===== src/rtl/id_register_file_pkg.sv =====
// Shared definitions for the ID-stage register file and its dump sequencer.
package id_register_file_pkg;

  localparam int unsigned REG_ADDR_W = 5;
  localparam int unsigned DATA_W     = 32;
  // Derived from the index width so the array is always fully addressable.
  localparam int unsigned NUM_REGS   = 1 << REG_ADDR_W;

  typedef logic [REG_ADDR_W-1:0] reg_addr_t;
  typedef logic [DATA_W-1:0]     reg_data_t;

  typedef enum logic [1:0] {
    StIdle = 2'd0,
    StDump = 2'd1,
    StDone = 2'd2
  } dump_state_e;

  // Read with write-back bypass: r0 reads 0, an in-flight write to the same index wins,
  // otherwise the stored value is returned.
  function automatic reg_data_t bypass_sel(input reg_addr_t rd_addr,
                                           input logic      wr_en,
                                           input reg_addr_t wr_addr,
                                           input reg_data_t wr_data,
                                           input reg_data_t stored);
    reg_data_t result;
    if (rd_addr == '0) begin
      result = '0;
    end else if (wr_en && (wr_addr == rd_addr)) begin
      result = wr_data;
    end else begin
      result = stored;
    end
    return result;
  endfunction

endpackage


===== src/rtl/id_register_file_if.sv =====
// Bundle of the WB write port, the two ID read ports and the debug dump stream.
interface id_register_file_if;
  import id_register_file_pkg::*;

  logic      wb_reg_write;
  reg_addr_t wb_write_addr;
  reg_data_t wb_write_data;

  reg_addr_t rd_addr_a;
  reg_addr_t rd_addr_b;
  reg_data_t rd_data_a;
  reg_data_t rd_data_b;

  logic      dump_start;
  logic      dump_ready;
  logic      dump_valid;
  reg_addr_t dump_addr;
  reg_data_t dump_data;
  logic      dump_busy;
  logic      dump_done;

  // Writer/readers side (WB stage, ID stage, debug unit).
  modport master (
    output wb_reg_write, wb_write_addr, wb_write_data,
    output rd_addr_a, rd_addr_b,
    input  rd_data_a, rd_data_b,
    output dump_start, dump_ready,
    input  dump_valid, dump_addr, dump_data, dump_busy, dump_done
  );

  // Register file side.
  modport slave (
    input  wb_reg_write, wb_write_addr, wb_write_data,
    input  rd_addr_a, rd_addr_b,
    output rd_data_a, rd_data_b,
    input  dump_start, dump_ready,
    output dump_valid, dump_addr, dump_data, dump_busy, dump_done
  );

endinterface


===== src/rtl/id_register_file_regfile_dump_seq.sv =====
// Dump sequencer: streams every register out over a valid/ready handshake.
// Each word is captured when loaded, so later writes never disturb a presented word.
module regfile_dump_seq
  import id_register_file_pkg::*;
(
  input  logic      clk,
  input  logic      reset,
  input  logic      dump_start,
  input  logic      dump_ready,
  output reg_addr_t load_addr,
  input  reg_data_t load_data,
  output logic      dump_valid,
  output reg_addr_t dump_addr,
  output reg_data_t dump_data,
  output logic      dump_busy,
  output logic      dump_done
);

  dump_state_e state_q, state_d;
  logic        valid_q, valid_d;
  reg_addr_t   addr_q, addr_d;
  reg_data_t   data_q, data_d;
  logic        last_word;

  assign last_word = (addr_q == reg_addr_t'(NUM_REGS - 1));

  // State and output registers; reset aborts any dump in progress.
  always_ff @(posedge clk) begin
    if (reset) begin
      state_q <= StIdle;
      valid_q <= 1'b0;
      addr_q  <= '0;
      data_q  <= '0;
    end else begin
      state_q <= state_d;
      valid_q <= valid_d;
      addr_q  <= addr_d;
      data_q  <= data_d;
    end
  end

  // Next-state, word loading and status outputs.
  always_comb begin
    state_d   = state_q;
    valid_d   = valid_q;
    addr_d    = addr_q;
    data_d    = data_q;
    load_addr = (state_q == StIdle) ? '0 : addr_q + reg_addr_t'(1);

    unique case (state_q)
      StIdle: begin
        if (dump_start) begin
          state_d = StDump;
          valid_d = 1'b1;
          addr_d  = '0;
          data_d  = load_data;
        end
      end
      StDump: begin
        if (valid_q && dump_ready) begin
          if (last_word) begin
            state_d = StDone;
            valid_d = 1'b0;
          end else begin
            addr_d = load_addr;
            data_d = load_data;
          end
        end
      end
      StDone: begin
        state_d = StIdle;
      end
      default: begin
        state_d = StIdle;
        valid_d = 1'b0;
      end
    endcase

    dump_valid = valid_q;
    dump_addr  = addr_q;
    dump_data  = data_q;
    dump_busy  = (state_q == StDump) || (state_q == StDone);
    dump_done  = (state_q == StDone);
  end

endmodule


===== src/rtl/id_register_file.sv =====
// ID-stage register file: one WB write port, two bypassed zero-latency read ports
// and a dump sequencer for the debug unit.
module id_register_file
  import id_register_file_pkg::*;
(
  input logic               clk,
  input logic               reset,
  id_register_file_if.slave bus
);

  reg_data_t regs_q [NUM_REGS];
  reg_addr_t load_addr;
  reg_data_t load_data;

  // Storage array; index 0 is never written so it stays 0.
  always_ff @(posedge clk) begin
    if (reset) begin
      for (int i = 0; i < int'(NUM_REGS); i++) begin
        regs_q[i] <= '0;
      end
    end else if (bus.wb_reg_write && (bus.wb_write_addr != '0)) begin
      regs_q[bus.wb_write_addr] <= bus.wb_write_data;
    end
  end

  // Combinational read ports, plus the sequencer's load port, all with bypass.
  always_comb begin
    bus.rd_data_a = bypass_sel(bus.rd_addr_a, bus.wb_reg_write, bus.wb_write_addr,
                               bus.wb_write_data, regs_q[bus.rd_addr_a]);
    bus.rd_data_b = bypass_sel(bus.rd_addr_b, bus.wb_reg_write, bus.wb_write_addr,
                               bus.wb_write_data, regs_q[bus.rd_addr_b]);
    load_data     = bypass_sel(load_addr, bus.wb_reg_write, bus.wb_write_addr,
                               bus.wb_write_data, regs_q[load_addr]);
  end

  regfile_dump_seq u_dump_seq (
    .clk        (clk),
    .reset      (reset),
    .dump_start (bus.dump_start),
    .dump_ready (bus.dump_ready),
    .load_addr  (load_addr),
    .load_data  (load_data),
    .dump_valid (bus.dump_valid),
    .dump_addr  (bus.dump_addr),
    .dump_data  (bus.dump_data),
    .dump_busy  (bus.dump_busy),
    .dump_done  (bus.dump_done)
  );

endmodule


===== src/flat_wrapper.sv =====
// flat-port wrapper written by rule: the top's interface ports become plain ports
module id_register_file_flat import id_register_file_pkg::*;
  (clk, reset, bus_wb_reg_write, bus_wb_write_addr, bus_wb_write_data, bus_rd_addr_a, bus_rd_addr_b, bus_rd_data_a, bus_rd_data_b, bus_dump_start, bus_dump_ready, bus_dump_valid, bus_dump_addr, bus_dump_data, bus_dump_busy, bus_dump_done);
  id_register_file_if bus_i ();
  input logic clk;
  input logic reset;
  input wire logic [$bits(bus_i.wb_reg_write)-1:0] bus_wb_reg_write;
  input wire logic [$bits(bus_i.wb_write_addr)-1:0] bus_wb_write_addr;
  input wire logic [$bits(bus_i.wb_write_data)-1:0] bus_wb_write_data;
  input wire logic [$bits(bus_i.rd_addr_a)-1:0] bus_rd_addr_a;
  input wire logic [$bits(bus_i.rd_addr_b)-1:0] bus_rd_addr_b;
  output wire logic [$bits(bus_i.rd_data_a)-1:0] bus_rd_data_a;
  output wire logic [$bits(bus_i.rd_data_b)-1:0] bus_rd_data_b;
  input wire logic [$bits(bus_i.dump_start)-1:0] bus_dump_start;
  input wire logic [$bits(bus_i.dump_ready)-1:0] bus_dump_ready;
  output wire logic [$bits(bus_i.dump_valid)-1:0] bus_dump_valid;
  output wire logic [$bits(bus_i.dump_addr)-1:0] bus_dump_addr;
  output wire logic [$bits(bus_i.dump_data)-1:0] bus_dump_data;
  output wire logic [$bits(bus_i.dump_busy)-1:0] bus_dump_busy;
  output wire logic [$bits(bus_i.dump_done)-1:0] bus_dump_done;
  assign bus_i.wb_reg_write = bus_wb_reg_write;
  assign bus_i.wb_write_addr = bus_wb_write_addr;
  assign bus_i.wb_write_data = bus_wb_write_data;
  assign bus_i.rd_addr_a = bus_rd_addr_a;
  assign bus_i.rd_addr_b = bus_rd_addr_b;
  assign bus_rd_data_a = bus_i.rd_data_a;
  assign bus_rd_data_b = bus_i.rd_data_b;
  assign bus_i.dump_start = bus_dump_start;
  assign bus_i.dump_ready = bus_dump_ready;
  assign bus_dump_valid = bus_i.dump_valid;
  assign bus_dump_addr = bus_i.dump_addr;
  assign bus_dump_data = bus_i.dump_data;
  assign bus_dump_busy = bus_i.dump_busy;
  assign bus_dump_done = bus_i.dump_done;
  id_register_file u_core (.clk(clk), .reset(reset), .bus(bus_i));
endmodule

===== config.mk =====
export PLATFORM = sky130hd
export DESIGN_NAME = id_register_file_flat
export DESIGN_NICKNAME = d
export VERILOG_FILES = /design/src/rtl/id_register_file_pkg.sv /design/src/rtl/id_register_file_if.sv /design/src/rtl/id_register_file_regfile_dump_seq.sv /design/src/rtl/id_register_file.sv /design/src/flat_wrapper.sv
export SDC_FILE = /design/constraint.sdc
export NUM_CORES = 2
export LEC_CHECK = 0
export BUFFER_PORTS_ARGS = -buffer_cell sky130_fd_sc_hd__buf_4
export CAP_MARGIN = 10
export CORE_MARGIN = 4
export CORE_UTILIZATION = 30
export CTS_CLUSTER_DIAMETER = 30
export DETAILED_ROUTE_END_ITERATION = 10
export PLACE_DENSITY = 0.51
export SLEW_MARGIN = 40
export SYNTH_ARGS = -nofsm -noshare
export SYNTH_HDL_FRONTEND = slang
export SYNTH_SLANG_ARGS = --single-unit

===== constraint.sdc =====
create_clock -name clk -period 4.9 [get_ports clk]
set_clock_uncertainty 0.05 [all_clocks]
set_input_delay 0.49 -clock clk [delete_from_list [all_inputs] [get_ports clk]]
set_output_delay 0.49 -clock clk [all_outputs]
set_load 0.01 [all_outputs]

Word level (Yosys, flattened, before mapping). Memories as Yosys holds them, arrays and structs flattened. Cells that the tools add are included.

Flip-flop bits (word level): 40. Bits in writable memories: 1024. Input bits: 52. Output and inout bits: 104. Word-level logic and storage cells: 64. Memories kept: 1.

$add $sub $neg: 1. Eq/ne operators: 10. Muxes and demuxes: 31. Bitwise gates (word level): 1. Reductions and logical operators: 16.

Memory list: u_core.regs_q (words 32, width 32, rd ports 3, clocked after memory_dff 0, write ports 32, line id_register_file.sv:11) `reg_data_t regs_q [NUM_REGS];`.

Operator list (number): $mux W32 (10); $pmux W32 S2 (1); $reduce_or A32 Y1 (1); $mux W5 (5); $eq A5 B5 Y1 (3); $logic_not A5 Y1 (3); $pmux W5 S2 (1); $mux W1 (9); $ne A2 B2 Y1 const B (4); $reduce_and A4 Y1 (2); $mux W2 (3); $add A5 B1 Y5 const B (1); $eq A5 B5 Y1 const B (1); $logic_and A1 B1 Y1 (5); $reduce_bool A5 Y1 (1); $pmux W2 S2 (1); $pmux W1 S3 (1); $reduce_and A3 Y1 (1); $eq A2 B1 Y1 const B (1); $eq A2 B2 Y1 const B (1); $logic_not A2 Y1 (1); $reduce_bool A2 Y1 (1); $logic_or A1 B1 Y1 (1); $not A1 Y1 (1).

Logic depth before layout (Yosys ltp).
Depth after elaboration: 9. Depth in mapped cells: 13. Depth with buffers taken out: 10.

Hierarchy. Synthesis repeated with hierarchy kept, for this count alone.

Cells, all modules: 4705. Area total of the unflattened synthesis: 65310.1 µm².

Modules (own cells, without submodules): id_register_file (instances 1, cells an instance 4504, area an instance 63479.6 µm², sequential area each 30749.5 µm²); regfile_dump_seq (instances 1, cells an instance 201, area an instance 1830.5 µm², sequential area each 800.8 µm²).

Worst setup path after synthesis. OpenSTA, ideal clock, no wires.

Kind: input to output. Start point: input port bus_rd_addr_b[0]. End point: output port bus_rd_data_b[5]. Arrival time: 2289 ps. Required time: 4360 ps. Setup slack: 2071 ps. Stages on the path: 7. Path buffers: 3. Cell sequence: buf_2 -> buf_4 -> buf_2 -> mux4_2 -> mux4_2 -> o21ai_0 -> a21oi_1.

Longest elaborated chain between the ends: 4. Elaborated cells between the ends (all ways): 6. Classes of those cells: eq/ne: 1; mux: 2; reduce/logical: 2; memory: 1.

Ends and longest elaborated chain: start, declared (line flat_wrapper.sv:11) `input wire logic [$bits(bus_i.rd_addr_b)-1:0] bus_rd_addr_b;`; branches (longest 3 deep; another with $mem_v2 Z32 W32); $mux W32 (*) (line id_register_file_pkg.sv:26) `if (rd_addr == '0) begin`; end, declared (line flat_wrapper.sv:13) `output wire logic [$bits(bus_i.rd_data_b)-1:0] bus_rd_data_b;`.

Mark *: on every way between the ends.

Worst setup path in the final report.
Start point: input port bus_rd_addr_a[1]. End point: output port bus_rd_data_a[24].

Longest elaborated chain between the ends: 4. Elaborated cells between the ends (all ways): 6. Classes of those cells: eq/ne: 1; mux: 2; reduce/logical: 2; memory: 1.

Ends and longest elaborated chain: start, declared (line flat_wrapper.sv:10) `input wire logic [$bits(bus_i.rd_addr_a)-1:0] bus_rd_addr_a;`; branches (longest 3 deep; another with $mem_v2 Z32 W32); $mux W32 (*) (line id_register_file_pkg.sv:26); end, declared (line flat_wrapper.sv:12) `output wire logic [$bits(bus_i.rd_data_a)-1:0] bus_rd_data_a;`.

Marks and branches as above.

==> results.md <==
* Post-CTS Resized at 0
* EDFF count, synth at 1024
* Startpoint types: primary input
* Internal at ~23000 uW
* Die area at around 230000 um2
* Slew Limit Fails at 0
* Core Box Area at 220000 um2
* Met3 usage in global routing at 0.0809
* First-pass GRT wire length at 451 mm
* ANT nets after route at 0
* Largest net degree at the start of global routing at 96
* Die X at 478 um
* Gate power share at 0.147
* Crit path DAT at approximately 3.6 ns
* Commonest non-fill, non-tap cell in the layout: edfxtp_1
* Peak Freq at 240 MHz
* Sink Count at 1064
* Area share of fa/ha/maj cells after synthesis at 0.000944
* Post-Synth Simple-Gate Area at 0.150
* First-pass DRT Iterations at 8
* Reg area at 31600 um2
* CTS Buf Count at 237
* Vias at roughly 54000
* FP Rows at 172
* Setup tns final at 0 ns
* GR Util met2 at 0.429
* Clock Pin Slew Worst Setup and Hold Paths at 0.04 ns
* Worst-margin pin slew at 0.973 ns
* Total congestion overflow at 0
* Initial antenna violation count at 41
* Primary FF master, synth: edfxtp_1
* Max-Cap Viols at 0
* Hold Violations, Final at 0
* Outcome: finished clean
* Clock Path Buffers at 3
* Chip Height at 478 um
* YS warnings at 0
* Final-stage net count at 5431
* Mux contribution to synthesized area at 0.245
* Area grow syn2layout at 21.3%
* Worst Hold Class: in -> reg
* Seq pwr share at 0.343
* Clk root buf: clkbuf_16
* Number of global-route vias before repair at 52300
* WP data required at ~4.4 ns
* Setup CP Type: in -> out
* Clk_lat worst skew at a little under 0.9 ns
* CTS tree: done
* # DRC at 0
* Final setup vio count at 0
* Min Tclk post-route at approximately 4.2 ns
* GR peak layer: met2
* Async SR Flop Fraction at 0
* Top-level port count at 156
* Switching Fraction at 0.279
* Clock power frac at 0.510
* Fillers at 21000
* Syn Std Cell Area at 66300 um2
* RSZ-0062 raised after global routing: no
* Register bit total from synthesis at between 1000 and 1500
* Pwr dens at a little under 400 nW/um2
* Pre-CTS WS at approximately 0.95 ns
* Placed wire-length estimate at 204 mm
* Yosys cell types at 75
* Final worst path period share at 0.851
* Syn Inst Count at 5238
* Via-per-instance ratio at ~6.3
* Final Core Density at 0.366
* DRT Wirelength at approximately 340 mm
* Gr usage total at 0.285
* Avg WL per Cell at 39.2 um
* Commonest cells after routing, fill and taps aside: edfxtp_1, and2_1, mux4_2
* CP Capture Type: output pin
* Synth Area in XOR/XNOR at 0.00221
* Multi-input gate area at 32700 um2
* Starting Density at 0.302
* Headroom to the max-slew limit at 0.351
* H-tree Lvls at 4
* First DRT Iteration DRCs at 9685
* Avg Inst Size Synth at 12.7 um2
* Largest family of logic cells by synthesized area: multiplexers
* Worst VDD drop at about 270 uV
* Leak at ~0.028 uW
* Post-synthesis compound-gate area fraction at 0.0865
* Worst setup margin at roughly 0.73 ns
* Switch Pwr at about 9000 uW
* Fraction of layout cells with a size suffix above 1 at 0.285
* Gpl congestion at between 0.9 and 1
* CP Max Fanout at 71
* Port Buffers at 155
* GR Layer Usage met1 at 0.354
* Sequential share of the synthesized area at 0.476
==> worst paths after layout <==
check	from	to	slack (ns)	depth (start not counted)
worst max-delay path	bus_rd_addr_a[1]	bus_rd_data_a[24]	0.73	9
worst min-delay path	bus_dump_ready	u_core.u_dump_seq.state_q[0]$_SDFFE_PP0P_	0.09	5
worst max register to register	u_core.u_dump_seq.state_q[0]$_SDFFE_PP0P_	u_core.u_dump_seq.dump_data[27]$_SDFFE_PP0P_	1.10	9
worst min register to register	u_core.u_dump_seq.state_q[1]$_SDFFE_PP0P_	u_core.u_dump_seq.state_q[1]$_SDFFE_PP0P_	0.51	2
==> kinds of logic (layout without fill, tap and decap cells) <==
| group | after synthesis | in the layout |
|---|---|---|
| other cells | 1 | 63 |
| flops | 1064 | 1064 |
| xor+xnor | 15 | 15 |
| fa+ha+maj | 5 | 5 |
| simple gates | 1810 | 1810 |
| buf+inv | 584 | 896 |
| compound gates | 866 | 866 |
| mux | 893 | 893 |
==> stage by stage <==
step	power [uW]	area [um2]	hold slack, ns	instances
after global placement	15600	71500	0.478	8065
after global routing	32600	80300	0.130	8540
after floorplan	13500	66400	0.455	5269
after detailed placement	15600	72100	0.501	8088
after CTS	31800	80200	0.0632	8536
final	32000	80400	0.0927	8570
==> registers in the layout, indices dropped and copies added, names as in the netlist <==
register / cells
u_core.u_dump_seq.state_q: 2
u_core.u_dump_seq.dump_addr: 5
u_core.u_dump_seq.dump_valid: 1
u_core.u_dump_seq.dump_data: 32
u_core.regs_q: 1024
==> cells in the mapped netlist (7+ instances only) <==
master	n	area [um2]
a31oi_1	28	175
buf_6	8	90.1
nor3_1	66	330
buf_2	153	766
nand3_1	95	475
a211oi_1	71	533
a21oi_1	219	1100
a221oi_1	93	815
a32oi_1	21	184
a22oi_1	57	428
o22ai_1	40	250
o21ai_0	181	906
edfxtp_1	1024	30700
and3_1	13	81.3
o21a_1	13	97.6
mux4_2	576	13000
mux2i_1	245	2450
nand2b_1	8	50.1
or2_2	34	213
buf_4	49	368
inv_1	11	41.3
o221ai_1	55	482
dfxtp_1	40	801
clkbuf_1	334	1250
nor2b_1	39	244
nand4_1	24	150
nand2_1	289	1080
xor2_1	9	78.8
a221o_1	15	150
o211ai_1	23	173
buf_1	26	97.6
a311o_1	7	70.1
and2_1	995	6220
mux2_2	71	800
nor2_1	216	811
==> power groups by stage <==
| stage | logic, uW | clock network, uW | registers (uW) |
|---|---|---|---|
| 5_1_grt | 4780 | 16800 | 11000 |
| 3_5_place_dp | 4560 | 0 | 11100 |
| 4_1_cts | 4570 | 16300 | 10900 |
| 2_1_floorplan | 2600 | 0 | 10900 |
| 6_report | 4700 | 16300 | 10900 |
| 3_3_place_gp | 4500 | 0 | 11100 |
==> critical path, stage by stage <==
cell and delay (ns):
buf_8 0.29, buf_12 0.45, mux4_2 0.32, o21ai_0 0.25
o21ai_0 0.33, a21oi_1 0.17, nor3_2 0.70, buf_4 0.23
buf_4 0.11
==> routing by layer <==
layer	routed length [um]	vias to the layer above
li1	-	20600
met1	118000	27600
met2	147000	4812
met3	43300	1178
met4	26500	20
met5	384	-
==> layout make-up <==
class / count / share of cell area
clock buffer: 271 / 0.0772
timing repair buffer: 437 / 0.0517
tap: 2958 / 0.0460
sequential: 1064 / 0.393
antenna: 31 / 0.000965
multi-input combinational: 3621 / 0.407
clock inverter: 175 / 0.0240
inverter: 13 / 0.000700
==> repair_timing <==
item	in CTS	in global routing
setup buffers	0	0
endpoints found under the hold margin	9	0
hold buffers	2	0
Note: power is estimated with default switching activity, not from simulation.
